===== config.mk =====
export PLATFORM = sky130hd
export DESIGN_NAME = mem_burst_initiator
export DESIGN_NICKNAME = d
export VERILOG_FILES = /design/src/rtl/mem_if_pkg.sv /design/src/rtl/burst_addr_ctr.sv /design/src/rtl/mem_burst_initiator.sv
export SDC_FILE = /design/constraint.sdc
export NUM_CORES = 1
export LEC_CHECK = 0
export CAP_MARGIN = 10
export CORE_ASPECT_RATIO = 2
export CORE_UTILIZATION = 36
export CTS_BUF_LIST = sky130_fd_sc_hd__clkbuf_2 sky130_fd_sc_hd__clkbuf_4 sky130_fd_sc_hd__clkbuf_8
export CTS_CLUSTER_SIZE = 40
export DETAILED_ROUTE_END_ITERATION = 8
export PLACE_DENSITY_LB_ADDON = 0.25
export SLEW_MARGIN = 20
export SYNTH_ARGS = -nofsm -noshare
export SYNTH_HDL_FRONTEND = slang
export SYNTH_SLANG_ARGS = --single-unit

===== constraint.sdc =====
create_clock -name CLK -period 2 [get_ports CLK]
set_clock_uncertainty 0.05 [all_clocks]
set_input_delay 0.4 -clock CLK [delete_from_list [all_inputs] [get_ports CLK]]
set_output_delay 0.4 -clock CLK [all_outputs]
set_load 0.02 [all_outputs]

===== src/rtl/mem_if_pkg.sv =====
// Shared definitions for the 16x32 single-port memory interface.
// Used by the burst initiator, the memory model and the test environment.
package mem_if_pkg;

  localparam int MEM_AW = 4;
  localparam int MEM_DW = 32;
  localparam int MEM_LW = 4;

  typedef enum logic [2:0] {
    IDLE,
    WR_BEAT,
    RD_ISSUE,
    RD_CAPT,
    RD_HOLD
  } mib_state_t;

endpackage


===== src/rtl/burst_addr_ctr.sv =====
// Burst address / remaining-beat counter for mem_burst_initiator.
// Loads the start address and beats-1, then advances one beat per step.
module burst_addr_ctr
  import mem_if_pkg::*;
#(
  parameter int AW = MEM_AW,
  parameter int LW = MEM_LW
) (
  input  logic          CLK,
  input  logic          RST,
  input  logic          load_i,
  input  logic          step_i,
  input  logic [AW-1:0] addr_i,
  input  logic [LW-1:0] len_i,
  output logic [AW-1:0] cur_addr_o,
  output logic          last_o
);

  localparam logic [AW-1:0] ADDR_ONE = AW'(1);
  localparam logic [LW-1:0] LEN_ONE  = LW'(1);

  logic [AW-1:0] cur_addr_q, cur_addr_d;
  logic [LW-1:0] beats_left_q, beats_left_d;

  // Address increments modulo 2**AW so a burst may wrap past the top word.
  always_comb begin
    cur_addr_d   = cur_addr_q;
    beats_left_d = beats_left_q;
    if (load_i) begin
      cur_addr_d   = addr_i;
      beats_left_d = len_i;
    end else if (step_i) begin
      cur_addr_d   = cur_addr_q + ADDR_ONE;
      beats_left_d = beats_left_q - LEN_ONE;
    end
  end

  always_ff @(posedge CLK or negedge RST) begin
    if (!RST) begin
      cur_addr_q   <= '0;
      beats_left_q <= '0;
    end else begin
      cur_addr_q   <= cur_addr_d;
      beats_left_q <= beats_left_d;
    end
  end

  assign cur_addr_o = cur_addr_q;
  assign last_o     = (beats_left_q == '0);

endmodule


===== src/rtl/mem_burst_initiator.sv =====
// Burst initiator for the 16x32 single-port memory: one beat at a time,
// write data in and read data out over valid/ready handshakes.
//
// state    | meaning
// IDLE     | waiting for a command, cmd_ready high
// WR_BEAT  | one write beat per accepted wr_valid
// RD_ISSUE | memory read enable for one cycle
// RD_CAPT  | memory Data_Out valid, captured into rd_data
// RD_HOLD  | read beat presented until rd_ready
module mem_burst_initiator
  import mem_if_pkg::*;
#(
  parameter int AW = MEM_AW,
  parameter int DW = MEM_DW,
  parameter int LW = MEM_LW
) (
  input  logic          CLK,
  input  logic          RST,
  input  logic          cmd_valid,
  output logic          cmd_ready,
  input  logic          cmd_write,
  input  logic [AW-1:0] cmd_addr,
  input  logic [LW-1:0] cmd_len,
  input  logic          wr_valid,
  output logic          wr_ready,
  input  logic [DW-1:0] wr_data,
  output logic          rd_valid,
  input  logic          rd_ready,
  output logic [DW-1:0] rd_data,
  output logic          rd_last,
  output logic          busy,
  output logic          done,
  output logic          rd_err,
  output logic          mem_en,
  output logic          mem_w_r,
  output logic [AW-1:0] mem_addr,
  output logic [DW-1:0] mem_wdata,
  input  logic [DW-1:0] mem_rdata,
  input  logic          mem_valid
);

  mib_state_t    state_q;
  logic [DW-1:0] rd_data_q;
  logic          rd_err_q;
  logic          done_q;

  logic          ctr_load;
  logic          ctr_step;
  logic          last;
  logic [AW-1:0] cur_addr;

  burst_addr_ctr #(
    .AW(AW),
    .LW(LW)
  ) u_ctr (
    .CLK       (CLK),
    .RST       (RST),
    .load_i    (ctr_load),
    .step_i    (ctr_step),
    .addr_i    (cmd_addr),
    .len_i     (cmd_len),
    .cur_addr_o(cur_addr),
    .last_o    (last)
  );

  always_ff @(posedge CLK or negedge RST) begin
    if (!RST) begin
      state_q   <= IDLE;
      rd_data_q <= '0;
      rd_err_q  <= 1'b0;
      done_q    <= 1'b0;
    end else begin
      done_q <= 1'b0;
      case (state_q)
        IDLE: begin
          if (cmd_valid) begin
            rd_err_q <= 1'b0;
            state_q  <= cmd_write ? WR_BEAT : RD_ISSUE;
          end
        end
        WR_BEAT: begin
          if (wr_valid && last) begin
            state_q <= IDLE;
            done_q  <= 1'b1;
          end
        end
        RD_ISSUE: state_q <= RD_CAPT;
        RD_CAPT: begin
          // mem_valid is sticky after the first read, so a low value means stale data.
          rd_data_q <= mem_rdata;
          rd_err_q  <= rd_err_q | ~mem_valid;
          state_q   <= RD_HOLD;
        end
        RD_HOLD: begin
          if (rd_ready) begin
            state_q <= last ? IDLE : RD_ISSUE;
            done_q  <= last;
          end
        end
        default: state_q <= IDLE;
      endcase
    end
  end

  always_comb begin
    cmd_ready = (state_q == IDLE);
    busy      = (state_q != IDLE);
    wr_ready  = (state_q == WR_BEAT);
    rd_valid  = (state_q == RD_HOLD);
    rd_last   = (state_q == RD_HOLD) && last;
    rd_data   = rd_data_q;
    rd_err    = rd_err_q;
    done      = done_q;
    mem_en    = ((state_q == WR_BEAT) && wr_valid) || (state_q == RD_ISSUE);
    mem_w_r   = (state_q == WR_BEAT);
    mem_addr  = cur_addr;
    mem_wdata = wr_data;
    ctr_load  = (state_q == IDLE) && cmd_valid;
    ctr_step  = (((state_q == WR_BEAT) && wr_valid) ||
                 ((state_q == RD_HOLD) && rd_ready)) && !last;
  end

endmodule


# [Word level (Yosys, flattened, before mapping)]
# Index checks and enable logic that the tools add are counted.
[totals] regBits=45 out_inout_bits=77 wordCells=48
[classes] n_addsub=2 n_eq_ne=7 muxes=15 n_bitwise=2 reduce_logical=16
[ops] operator="2-to-1 mux 4 bit" count=4
[ops] operator="case mux 3 bit (5 select lines)" count=1
[ops] operator="2-to-1 mux 3 bit" count=3
[ops] operator="equality test 3 x 2 -> 1 bit (second input constant)" count=2
[ops] operator="logical AND 1 bit" count=6
[ops] operator="adder 4 x 1 -> 4 bit (second input constant)" count=1
[ops] operator="zero test 4 bit" count=1
[ops] operator="2-to-1 mux 2 bit" count=2
[ops] operator="inequality test 2 x 1 -> 1 bit (second input constant)" count=2
[ops] operator="case mux 1 bit (2 select lines)" count=2
[ops] operator="nonzero test 2 bit" count=2
[ops] operator="subtractor 4 x 1 -> 4 bit (second input constant)" count=1
[ops] operator="equality test 3 x 1 -> 1 bit (second input constant)" count=1
[ops] operator="equality test 3 bit (second input constant)" count=1
[ops] operator="zero test 3 bit" count=1
[ops] operator="2-to-1 mux 1 bit" count=3
[ops] operator="AND reduction 3 bit" count=1
[ops] operator="nonzero test 3 bit" count=1
[ops] operator="logical OR 1 bit" count=2
[ops] operator="inequality test 2 bit (second input constant)" count=1
[ops] operator="AND reduction 2 bit" count=1
[ops] operator="zero test 1 bit" count=1
[ops] operator="NOT 1 bit" count=1
[ops] operator="OR 1 bit" count=1

# [Longest topological paths before layout]
# Gate-level depths: netlist of the first run.
[logic_depth] word_depth=6 ltp_mapped=7

# [Cells and area by module]
# A second synthesis of the first run with hierarchy kept.
[unflattened] hier_cells=175 hier_area_um2=2326.0
[modules_own_cells] mod="mem_burst_initiator" n_inst=1 cells_each=134 area_per_inst_um2=1884.3 seq_area_each_um2=925.9
[modules_own_cells] mod="burst_addr_ctr" n_inst=1 cells_each=41 area_per_inst_um2=441.7 seq_area_each_um2=200.2

# [Least setup slack after synthesis of the first run]
# Ideal clock, no wire load.
[synth_timing] path_kind="reg-to-reg" startpoint="reg state_q[0]" endpoint="reg u_ctr.beats_left_q[0]" t_arrival_ns=1.744 t_required_ns=1.824 slack_ns=0.080 stages_incl_launch_ff=7 path_buffers=2 cell_sequence="dfrtp_1 buf_4 nor3_1 nand2_1 buf_2 nor2_1 a21oi_1"
[synth_between] elab_cells_between_ends=10 classes_between="2 x eq/ne; 1 x mux; 7 x reduce/logical"
[synth_lines] element="from (decl)" line_no="mem_burst_initiator.sv:42" source="mib_state_t state_q;"
[synth_lines] element="from (signal assigned)" line_no="mem_burst_initiator.sv:78" source="state_q <= cmd_write ? WR_BEAT : RD_ISSUE;"
[synth_lines] element="from (signal assigned)" line_no="mem_burst_initiator.sv:96" source="state_q <= last ? IDLE : RD_ISSUE;"
[synth_lines] element="zero test 3 bit *"
[synth_lines] element="named net cmd_ready" line_no="mem_burst_initiator.sv:20" source="output logic cmd_ready,"
[synth_lines] element="logical AND 1 bit *" line_no="mem_burst_initiator.sv:118" source="ctr_load = (state_q == IDLE) && cmd_valid;"
[synth_lines] element="2-to-1 mux 4 bit or nonzero test 2 bit (tied branches)"
[synth_lines] element="to (signal assigned)" line_no="burst_addr_ctr.sv:44" source="beats_left_q <= beats_left_d;"
[synth_lines] element="to (decl)" line_no="burst_addr_ctr.sv:23" source="logic [LW-1:0] beats_left_q, beats_left_d;"
# The timed path passes the listed nets; every way through them passes the cells marked *.
# A chain may end at the register's enable or synchronous reset.

# [Final worst setup path of the first run]
[layout_timing] startpoint="reg u_ctr.beats_left_q[0]" endpoint="out rd_last"
[layout_between] elab_chain_len=2
[layout_lines] element="zero test 4 bit" line_no="burst_addr_ctr.sv:49" source="assign last_o = (beats_left_q == '0);"
[layout_lines] element="logical AND 1 bit" line_no="mem_burst_initiator.sv:110" source="rd_last = (state_q == RD_HOLD) && last;"
[layout_lines] element="to (decl)" line_no="mem_burst_initiator.sv:30" source="output logic rd_last,"
# No other way between the ends.

==> qor.yml, run 1 <==
wl_per_cell_um: 15.7
htreeDepth: 2
crit_arrival_ns: 1.51
status: "finished with violations"
hold_viol: 0
wl_um: 4980
maxCapViolCount: 0
n_fill_cell: 529
yosysWarnings: 0
crit_type: "flip-flop to output port"
crit_family: "simple AND/OR/NAND/NOR gates"
overflow: 0
vias_per_cell: 5.05
post_route_cells_drive_above_1_share_pct: 24.5
die_x_um: 57.2
cpPeakStageDelay_ns: 0.39
cts_root_buffer: "clkbuf_8"
cp-startpoint: "u_ctr.beats_left_q[0]"
p_total_w: 0.00523
path_clk_slew_ns: 0.08
place_area_um2: 2990
multiInputGateArea_um2: 753
syn_area_per_cell_um2: 11.8
grt.total_usage_pct: 16.6
synth.ff_latch_count: 45
power.leakage_nw: 1.33
p_per_area_nw_per_um2: 1670
synth_top_cell_by_area: "dfrtp_1"
async_reset_ff_share_pct: 100
drv_slew: 0
slew-limit-headroom_pct: 62.6
dr.pass1.iters: 6
crit_chain: "inv_2, ha_4, or3b_4, nor2_1, buf_4"
route.met2.wl_um: 2890
cts_buffers: 5
cts_tree: "done"
violations: "design-rule violations"
drt_iter0_drc: 55
hold_path_class: "primary input to async pin"
synth_top_cell_area_share_pct: 51.4
cp_slowest_cell: "dfrtp_1"
nets: 337
die_y_um: 112
routabilityCongestion: 0.763
mappedNetlistNets: 267
fin_area_um2: 3140
ant_nets: 0
setup_viol: 0
worst_pin_slew_ns: 0.560
rsz0062_at_grt: "yes"
clockBufferDepth: 2
grt_max_degree: 33
grt_pass1_vias: 1691
grt_antenna_before_repair: 0
fin_crit_sh_pct: 98.2
yosys-top-cells-area: "dfrtp_1, mux2_2, buf_4"
period_minus_slack_ns: 1.96
dr.max_layer_used: "met4"
critPathRequiredTime_ns: 1.55
yosysUniqueCellTypes: 28
num_vias: 1605
ir_drop_mv: 0.811
synth-edff-count: 0
holdWs_ns: 0.00237
critPathCaptureType: "output port"
crit_fanout: 2
start_kind: "flip-flop"
io_pins: 156
regArea_um2: 1130
postSynthCellCount: 186
syn_area_um2: 2190
rows: 39
die_area_um2: 6420
grt_pass1_wl_um: 7940
ys_seq_area_share_pct: 51.4
r2r_start: "u_ctr.beats_left_q[0]"
final.setup.tns_ns: 0
fmax_mhz: 509
clock-sinks: 45
path_buf_inv: 2
coreArea_um2: 5810
clkLatencyLatePin_ns: 0.31
initial_core_util_pct: 37.8
antenna_cells: 0
drc: 10
met3_length_um: 273
port_buffers: 91
hpwlAfterDp_um: 3770
drt-met1-wl_um: 1620
syn_to_final_growth_pct: 43.3
yosys_most_used_dff: "dfrtp_1"
==> Yosys cell counts (all sizes together), types with 4 or more instances <==
library cell / number
a21oi: 6
a31oi: 5
buf: 41
dfrtp: 45
inv: 8
mux2: 32
nand2: 4
nor2: 12
o21ai: 7
or3: 4
==> cell type report <==
type                    instances  share of cell area (%)
well taps                      61                    2.43
flip-flops and latches         45                    35.9
multi-input cells              92                    24.0
clock buffers                   5                    2.19
repair buffers                104                    32.5
inverters                       8                   0.956
clock inverters                 3                    2.07
==> timing repair <==
action                                  in CTS  in global routing
resized for setup                           14                  6
endpoints found under the setup margin       7                  2
setup buffers                                0                  1
hold buffers                                 0                  0
pin swaps                                    0                  2
==> stage by stage <==
| step | worst slack [ns] | util (%) | instances |
|---|---|---|---|
| 6_report | 0.0351 | 54.1 | 318 |
| 5_1_grt | -0.0256 | 54.1 | 318 |
| 4_1_cts | -0.0207 | 53.7 | 317 |
| 3_5_place_dp | -0.206 | 51.4 | 309 |
| 3_3_place_gp | -0.173 | 51.4 | 309 |
| 2_1_floorplan | 0.0803 | - | 186 |
==> cell families (layout without fill, tap and decap cells) <==
logic type      Yosys count  in the layout  share of synthesized area (%)
buf+inv                  49            120                           15.2
mux                      34             34                           17.4
compound gates           22             22                           5.99
xor+xnor                  3              3                           1.20
fa+ha+maj                 2              2                           1.14
flops                    45             45                           51.4
simple gates             31             31                           7.76
==> state kept, by name, indices dropped and copies added (netlist names) <==
register and flops:
done 1, rd_data 32, rd_err 1, state_q 3
u_ctr.beats_left_q 4, u_ctr.cur_addr_o 4
==> routing by layer <==
metal | track usage, % | up-vias
met5 | 0 | -
met2 | 31.5 | 63
met4 | 10.6 | 0
li1 | - | 735
met1 | 15.2 | 788
met3 | 3.46 | 19
==> report_power, final <==
group | switching, W | internal [W] | leakage (nW)
Sequential | 0.000278 | 0.00137 | 0.527
Combinational | 0.00130 | 0.00147 | 0.737
Clock | 0.000323 | 0.000496 | 0.0681
Total | 0.00190 | 0.00333 | 1.33
==> final timing paths <==
kind                       slack, ns                  end  depth (start not counted)
max                             0.04              rd_last                          5
min                            0.002  u_ctr.cur_addr_o[3]                          1
max reg2reg                     0.19  u_ctr.cur_addr_o[1]                          7
min reg2reg                     0.45               rd_err                          1
max in group asynchronous       1.39  u_ctr.cur_addr_o[0]                          2
min in group CLK                0.45               rd_err                          1
==> cells in the final DEF (no fill, tap or decap), drive strengths merged, types with 2 or more instances in the layout <==
| cell type | synthesis | final |
|---|---|---|
| a21oi | 6 | 6 |
| clkdlybuf4s50 | 0 | 83 |
| and4bb | 2 | 2 |
| or3 | 4 | 4 |
| mux2i | 2 | 2 |
| dlygate4sd2 | 0 | 5 |
| a31oi | 5 | 5 |
| nor3 | 2 | 2 |
| nand3 | 2 | 2 |
| o21a | 2 | 2 |
| nor2 | 12 | 12 |
| buf | 41 | 15 |
| clkbuf | 0 | 5 |
| o21ai | 7 | 7 |
| bufinv | 0 | 2 |
| nand2 | 4 | 4 |
| inv | 8 | 8 |
| ha | 2 | 2 |
| dfrtp | 45 | 45 |
| mux2 | 32 | 32 |
| xnor2 | 2 | 2 |
==> worst register-to-register path: cells and delay by family, from the launching register on <==
| family | cells | cell delay [ns] |
|---|---|---|
| flops | 1 | 0.39 |
| simple gates | 1 | 0.37 |
| compound gates | 2 | 0.26 |
| buf+inv | 2 | 0.24 |
| mux | 1 | 0.23 |
| fa+ha+maj | 1 | 0.13 |
No activity file was read; power rests on OpenSTA's default activity.
==> inputs of run 2 (changes only) <==
--- a/config.mk
+++ b/config.mk
@@ -7,7 +7,7 @@
 export LEC_CHECK = 0
 export CAP_MARGIN = 10
 export CORE_ASPECT_RATIO = 2
-export CORE_UTILIZATION = 36
+export CORE_UTILIZATION = 30
 export CTS_BUF_LIST = sky130_fd_sc_hd__clkbuf_2 sky130_fd_sc_hd__clkbuf_4 sky130_fd_sc_hd__clkbuf_8
 export CTS_CLUSTER_SIZE = 40
 export DETAILED_ROUTE_END_ITERATION = 8
@@ -16,3 +16,4 @@
 export SYNTH_ARGS = -nofsm -noshare
 export SYNTH_HDL_FRONTEND = slang
 export SYNTH_SLANG_ARGS = --single-unit
+export TNS_END_PERCENT = 50
==> run 2 against run 1 <==
  * The flow now finishes without violations
  * First-iteration DRC count increased by 7.3%
  * Non-clock buffer count rose by 3
  * Register-to-register slack got worse by 0.04 ns
  * Total power down 5.0%
  * Global-route usage fell by 3.9 points
  * Die area grew 19%
  * Sequential share of layout area decreased by 0.10 points
  * Sequential cell count is the same
  * Clock power decreased by 29%
  * Via count is 1.1% lower
  * Critical path depth unchanged
  * Routed wire length is 4.7% lower
  * Critical path type unchanged
==> qor.yml, run 2 (same netlist as run 1, synthesis figures left out) <==
setup_viol: 0  # unchanged
rsz0062_at_grt: "no"
wl_um: 4740  # -4.7%
cts_root_buffer: "clkbuf_8"
initial_core_util_pct: 31.3  # -6.4 points
p_total_w: 0.00497  # -5.0%
die_area_um2: 7670  # +19%
clock-sinks: 45  # unchanged
grt_antenna_before_repair: 0  # unchanged
syn_to_final_growth_pct: 43.7
cts_tree: "done"
dp.cells: 340  # +10%
grt_pass1_vias: 1617  # -4.4%
path_clk_slew_ns: 0.08  # about the same
critPathCaptureType: "output port"
io_pins: 156  # unchanged
antenna_cells: 0  # unchanged
final_core_utilization_pct: 45.0  # -9.1 points
start_kind: "flip-flop"
crit_type: "flip-flop to output port"
overflow: 0  # unchanged
die_y_um: 123  # +9.4%
htreeDepth: 2  # unchanged
wl_per_cell_um: 13.6  # -13%
post_route_cells_drive_above_1_share_pct: 25.5  # +0.97 points
num_vias: 1588  # -1.1%
hpwlAfterDp_um: 3500  # -7.2%
drc: 0  # -10
period_minus_slack_ns: 1.94  # -0.0238 ns
drv_slew: 0  # unchanged
port_buffers: 91  # unchanged
multiInputGateArea_um2: 761  # +1.0%
clockBufferDepth: 2  # unchanged
fin_area_um2: 3150  # +0.28%
crit_fanout: 2  # unchanged
fmax_mhz: 515  # +1.2%
hold_viol: 0  # unchanged
die_x_um: 62.4  # +9.2%
dr.pass1.iters: 4  # -2
worst_pin_slew_ns: 0.631  # +0.0715 ns
holdWs_ns: 0.0630  # +0.0606 ns
instances_no_fill: 349  # +9.7%
nets: 340  # +0.89%
maxCapViolCount: 0  # unchanged
ant_nets: 0  # unchanged
regArea_um2: 1130  # unchanged
slew-limit-headroom_pct: 57.9  # -4.7 points
fin_crit_sh_pct: 97.1  # -1.2 points
largest_reg_flops: 32  # unchanged
grt_max_degree: 26  # -21%
hold_path_class: "primary input to async pin"
coreArea_um2: 6990  # +20%
p_per_area_nw_per_um2: 1580  # -5.3%
power.leakage_nw: 1.32  # -1.1%
n_fill_cell: 680  # +29%
cts_buffers: 5  # unchanged
clkLatencyLatePin_ns: 0.29  # -0.02 ns
drt_iter0_drc: 59  # +7.3%
reg2regPathDepth: 7  # unchanged
layout_common_cells: "clkdlybuf4s50_1, dfrtp_1, mux2_2, buf_4, nor2_1"
ir_drop_mv: 0.801  # -1.3%
vias_per_cell: 4.55  # -9.8%
status: "completed"
routabilityCongestion: 0.730  # -4.3%
critPathRequiredTime_ns: 1.55  # about the same
grt.total_usage_pct: 12.7  # -3.9 points
grt_pass1_wl_um: 7580  # -4.6%
place_area_um2: 3030  # +1.3%
rows: 43  # +10%
crit_arrival_ns: 1.49  # -0.02 ns
final_common_cell: "clkdlybuf4s50_1"
[run 2: changes by cell type in the layout (fill, tap and decap cells not counted), sizes merged]
cell,delta
buf,+3
bufinv,-2
clkbuf,+2
clkdlybuf4s15,-1
clkinv,-1
clkinvlp,+1
[run 2: metrics by stage]
step / setup TNS (ns) / setup WS (ns)
5_1_grt: 0 / 0.00239
2_1_floorplan: 0 / 0.0803
6_report: 0 / 0.0590
4_1_cts: -0.101 / -0.101
3_3_place_gp: -0.547 / -0.183
3_5_place_dp: -0.704 / -0.198
[run 2: worst max-delay path: stages (launching register included)]
cell and delay [ns]:
dfrtp_1 0.39, inv_2 0.08, ha_4 0.13, or3b_4 0.39, nor2_4 0.09, buf_6 0.11
[run 2: what timing repair did]
action | CTS | global route
gates resized for setup | 13 | 10
endpoints found under the hold margin | 0 | 0
pin swaps | 1 | 1
endpoints found under the setup margin | 7 | 4
hold buffers | 0 | 0
setup buffers | 1 | 1
[run 2: path summary, 6_finish.rpt]
path	start	slack, ns	end
max	u_ctr.beats_left_q[0]	0.06	rd_last
min	RST	0.06	u_ctr.cur_addr_o[2]
max reg2reg	u_ctr.beats_left_q[0]	0.15	u_ctr.cur_addr_o[1]
min reg2reg	rd_data[4]	0.46	rd_data[4]
max in group asynchronous	RST	1.31	rd_data[4]
min in group CLK	rd_data[4]	0.46	rd_data[4]
[run 2: power by group]
part	internal (W)	total, W	switching, W
Combinational	0.00147	0.00274	0.00127
Sequential	0.00137	0.00165	0.000279
Clock	0.000273	0.000580	0.000307
Total	0.00311	0.00497	0.00186
[run 2: metal layers]
metal	vias up	global-route usage, %	wire length (um)
met5	-	0	0
met3	10	3.32	304
met4	0	7.41	101
li1	743	-	-
met1	772	12.6	1670
met2	63	23.3	2670
[run 2: cell type report]
class | instances | share of cell area, %
clock buffer | 6 | 2.62
clock inverter | 1 | 0.238
inverter | 8 | 0.953
multi-input combinational | 92 | 24.1
sequential | 45 | 35.8
tap | 90 | 3.57
timing repair buffer | 107 | 32.6
==> inputs of run 3 (changes only) <==
==> constraint.sdc (replaced) <==
create_clock -name CLK -period 2.5 [get_ports CLK]
set_clock_uncertainty 0.05 [all_clocks]
set_input_delay 0.5 -clock CLK [delete_from_list [all_inputs] [get_ports CLK]]
set_output_delay 0.5 -clock CLK [all_outputs]
set_load 0.02 [all_outputs]
==> run 3 against run 2 <==
  * Count of clock-buffer cells in the layout shrank 1
  * Design area fell by 3.4%
  * Sequential share of layout area up 1.2 points
  * Clock power down 24%
  * Die area is the same
  * Combinational power decreased by 24%
  * Setup slack improved by 0.075 ns
  * Global-route usage about the same
  * Routed wire length is 1.9% lower
  * Total power down 22%
  * Sequential power decreased by 19%
  * Non-clock buffer count decreased by 12
==> qor.yml, run 3 (same netlist as run 1, synthesis figures left out) <==
antenna_cells: 0  # unchanged
rrSetupSlack_ns: 0.56  # +0.41 ns
initial_core_util_pct: 31.3  # unchanged
nets: 328  # -3.5%
die_area_um2: 7670  # unchanged
place_area_um2: 2950  # -2.5%
final_common_cell: "clkdlybuf4s50_1"
use_met3_pct: 4.61  # +1.3 points
maxCapViolCount: 0  # unchanged
pre_cts_slack_ns: 0.0776  # +0.276 ns
grt_use_met1_pct: 12.0  # -0.70 points
port_buffers: 91  # unchanged
hold_viol: 0  # unchanged
post_cts_buffers: 0  # -1
clockBufferDepth: 2  # unchanged
vias_per_cell: 4.60  # +1.2%
crit_fanout: 2  # unchanged
fin_crit_sh_pct: 94.7
top_usage_layer: "met2"
hold_path_class: "primary input to async pin"
fin_area_um2: 3040  # -3.4%
n_fill_cell: 692  # +1.8%
slew-limit-headroom_pct: 61.8  # +3.9 points
setup_viol: 0  # unchanged
drc: 0  # unchanged
postCtsHoldBufs: 0  # unchanged
wl_per_cell_um: 13.8  # +1.3%
dr.pass1.iters: 2  # -2
drv_slew: 0  # unchanged
use_met2_pct: 23.3  # unchanged
cts_root_buffer: "clkbuf_8"
grt_antenna_before_repair: 0  # unchanged
syn_to_final_growth_pct: 38.8
clock-sinks: 45  # unchanged
rsz0062_at_grt: "no"
power.leakage_nw: 1.27  # -3.7%
fin_ws_ns: 0.134  # +0.0747 ns
status: "completed"
post_route_cells_drive_above_1_share_pct: 19.4  # -6.1 points
die_x_um: 62.4  # unchanged
ant_nets: 0  # unchanged
drt_iter0_drc: 40  # -32%
critPathCaptureType: "output port"
die_y_um: 123  # unchanged
largest_reg_flops: 32  # unchanged
final.setup.tns_ns: 0  # unchanged
grt_max_degree: 46  # +77%
period_minus_slack_ns: 2.37
crit_arrival_ns: 1.82  # +0.33 ns
ir_drop_mv: 0.551  # -31%
coreArea_um2: 6990  # unchanged
htreeDepth: 2  # unchanged
grt.total_usage_pct: 12.7  # +0.022 points
grt_pass1_vias: 1550  # -4.1%
grt_pass1_wl_um: 7400  # -2.3%
start_kind: "flip-flop"
worst_pin_slew_ns: 0.572  # -0.0593 ns
wl_um: 4650  # -1.9%
num_vias: 1556  # -2.0%
dp.cells: 330  # -2.9%
p_per_area_nw_per_um2: 1270  # -20%
multiInputGateArea_um2: 738  # -3.0%
rows: 43  # unchanged
overflow: 0  # unchanged
cts_tree: "done"
instances_no_fill: 338  # -3.2%
fmax_mhz: 423
layout_common_cells: "clkdlybuf4s50_1, dfrtp_1, mux2_2, nor2_1, inv_1"
io_pins: 156  # unchanged
cts_buffers: 5  # unchanged
crit_type: "flip-flop to output port"
routabilityCongestion: 0.737  # +0.93%
path_clk_slew_ns: 0.08  # about the same
regArea_um2: 1130  # -0.22%
hpwlAfterDp_um: 3340  # -4.7%
critPathRequiredTime_ns: 1.95  # +0.40 ns
clkLatencyLatePin_ns: 0.30  # about the same
run 3: power by group:
| part | leakage, nW | internal, W | switching, W |
|---|---|---|---|
| clock | 0.0439 | 0.000193 | 0.000250 |
| sequential | 0.529 | 0.00109 | 0.000237 |
| combinational | 0.695 | 0.00111 | 0.000967 |
| total | 1.27 | 0.00240 | 0.00145 |
run 3: worst max-delay path: stages, from the launching register on:
cell and delay [ns]:
dfrtp_1 0.38, inv_1 0.09, ha_1 0.16, or3b_2 0.46, nor2_1 0.10, dlygate4sd2_1 0.33
run 3: final cells by class:
| type | instances | area share, % |
|---|---|---|
| Clock buffer | 5 | 2.26 |
| Inverter | 8 | 0.987 |
| Timing Repair Buffer | 95 | 31.2 |
| Multi-Input combinational cell | 92 | 24.3 |
| Sequential cell | 45 | 37.0 |
| Clock inverter | 3 | 0.576 |
| Tap cell | 90 | 3.70 |
run 3: stage by stage:
| stage | utilization (%) | hold WS (ns) | total power (W) |
|---|---|---|---|
| 2_1_floorplan | - | 0.154 | 0.00259 |
| 3_3_place_gp | 42.2 | 0.423 | 0.00342 |
| 3_5_place_dp | 42.2 | 0.429 | 0.00345 |
| 4_1_cts | 43.4 | 0.125 | 0.00392 |
| 5_1_grt | 43.5 | 0.130 | 0.00412 |
| 6_report | 43.5 | 0.123 | 0.00385 |
run 3: path summary, 6_finish.rpt:
path / cells past startpoint / endpoint / from
worst max-delay path: 5 / rd_last / u_ctr.beats_left_q[0]
worst min-delay path: 2 / rd_data[21] / RST
worst max register to register: 7 / u_ctr.cur_addr_o[1] / u_ctr.beats_left_q[0]
worst min register to register: 1 / rd_err / rd_err
max in group asynchronous: 2 / rd_data[28] / RST
min in group CLK: 1 / rd_err / rd_err
run 3: metal layers:
layer  routed length, um  up-vias  part of all wire (%)
met5                   0        -                     0
met4                  98        0                   2.1
met3                 326       10                   7.0
met2                2580       66                    56
met1                1640      764                    35
li1                    -      716                     -
run 3: repair_timing:
action | CTS | global route
gates cloned | 0 | 0
endpoints found under the setup margin | 1 | 2
resized for setup | 1 | 2
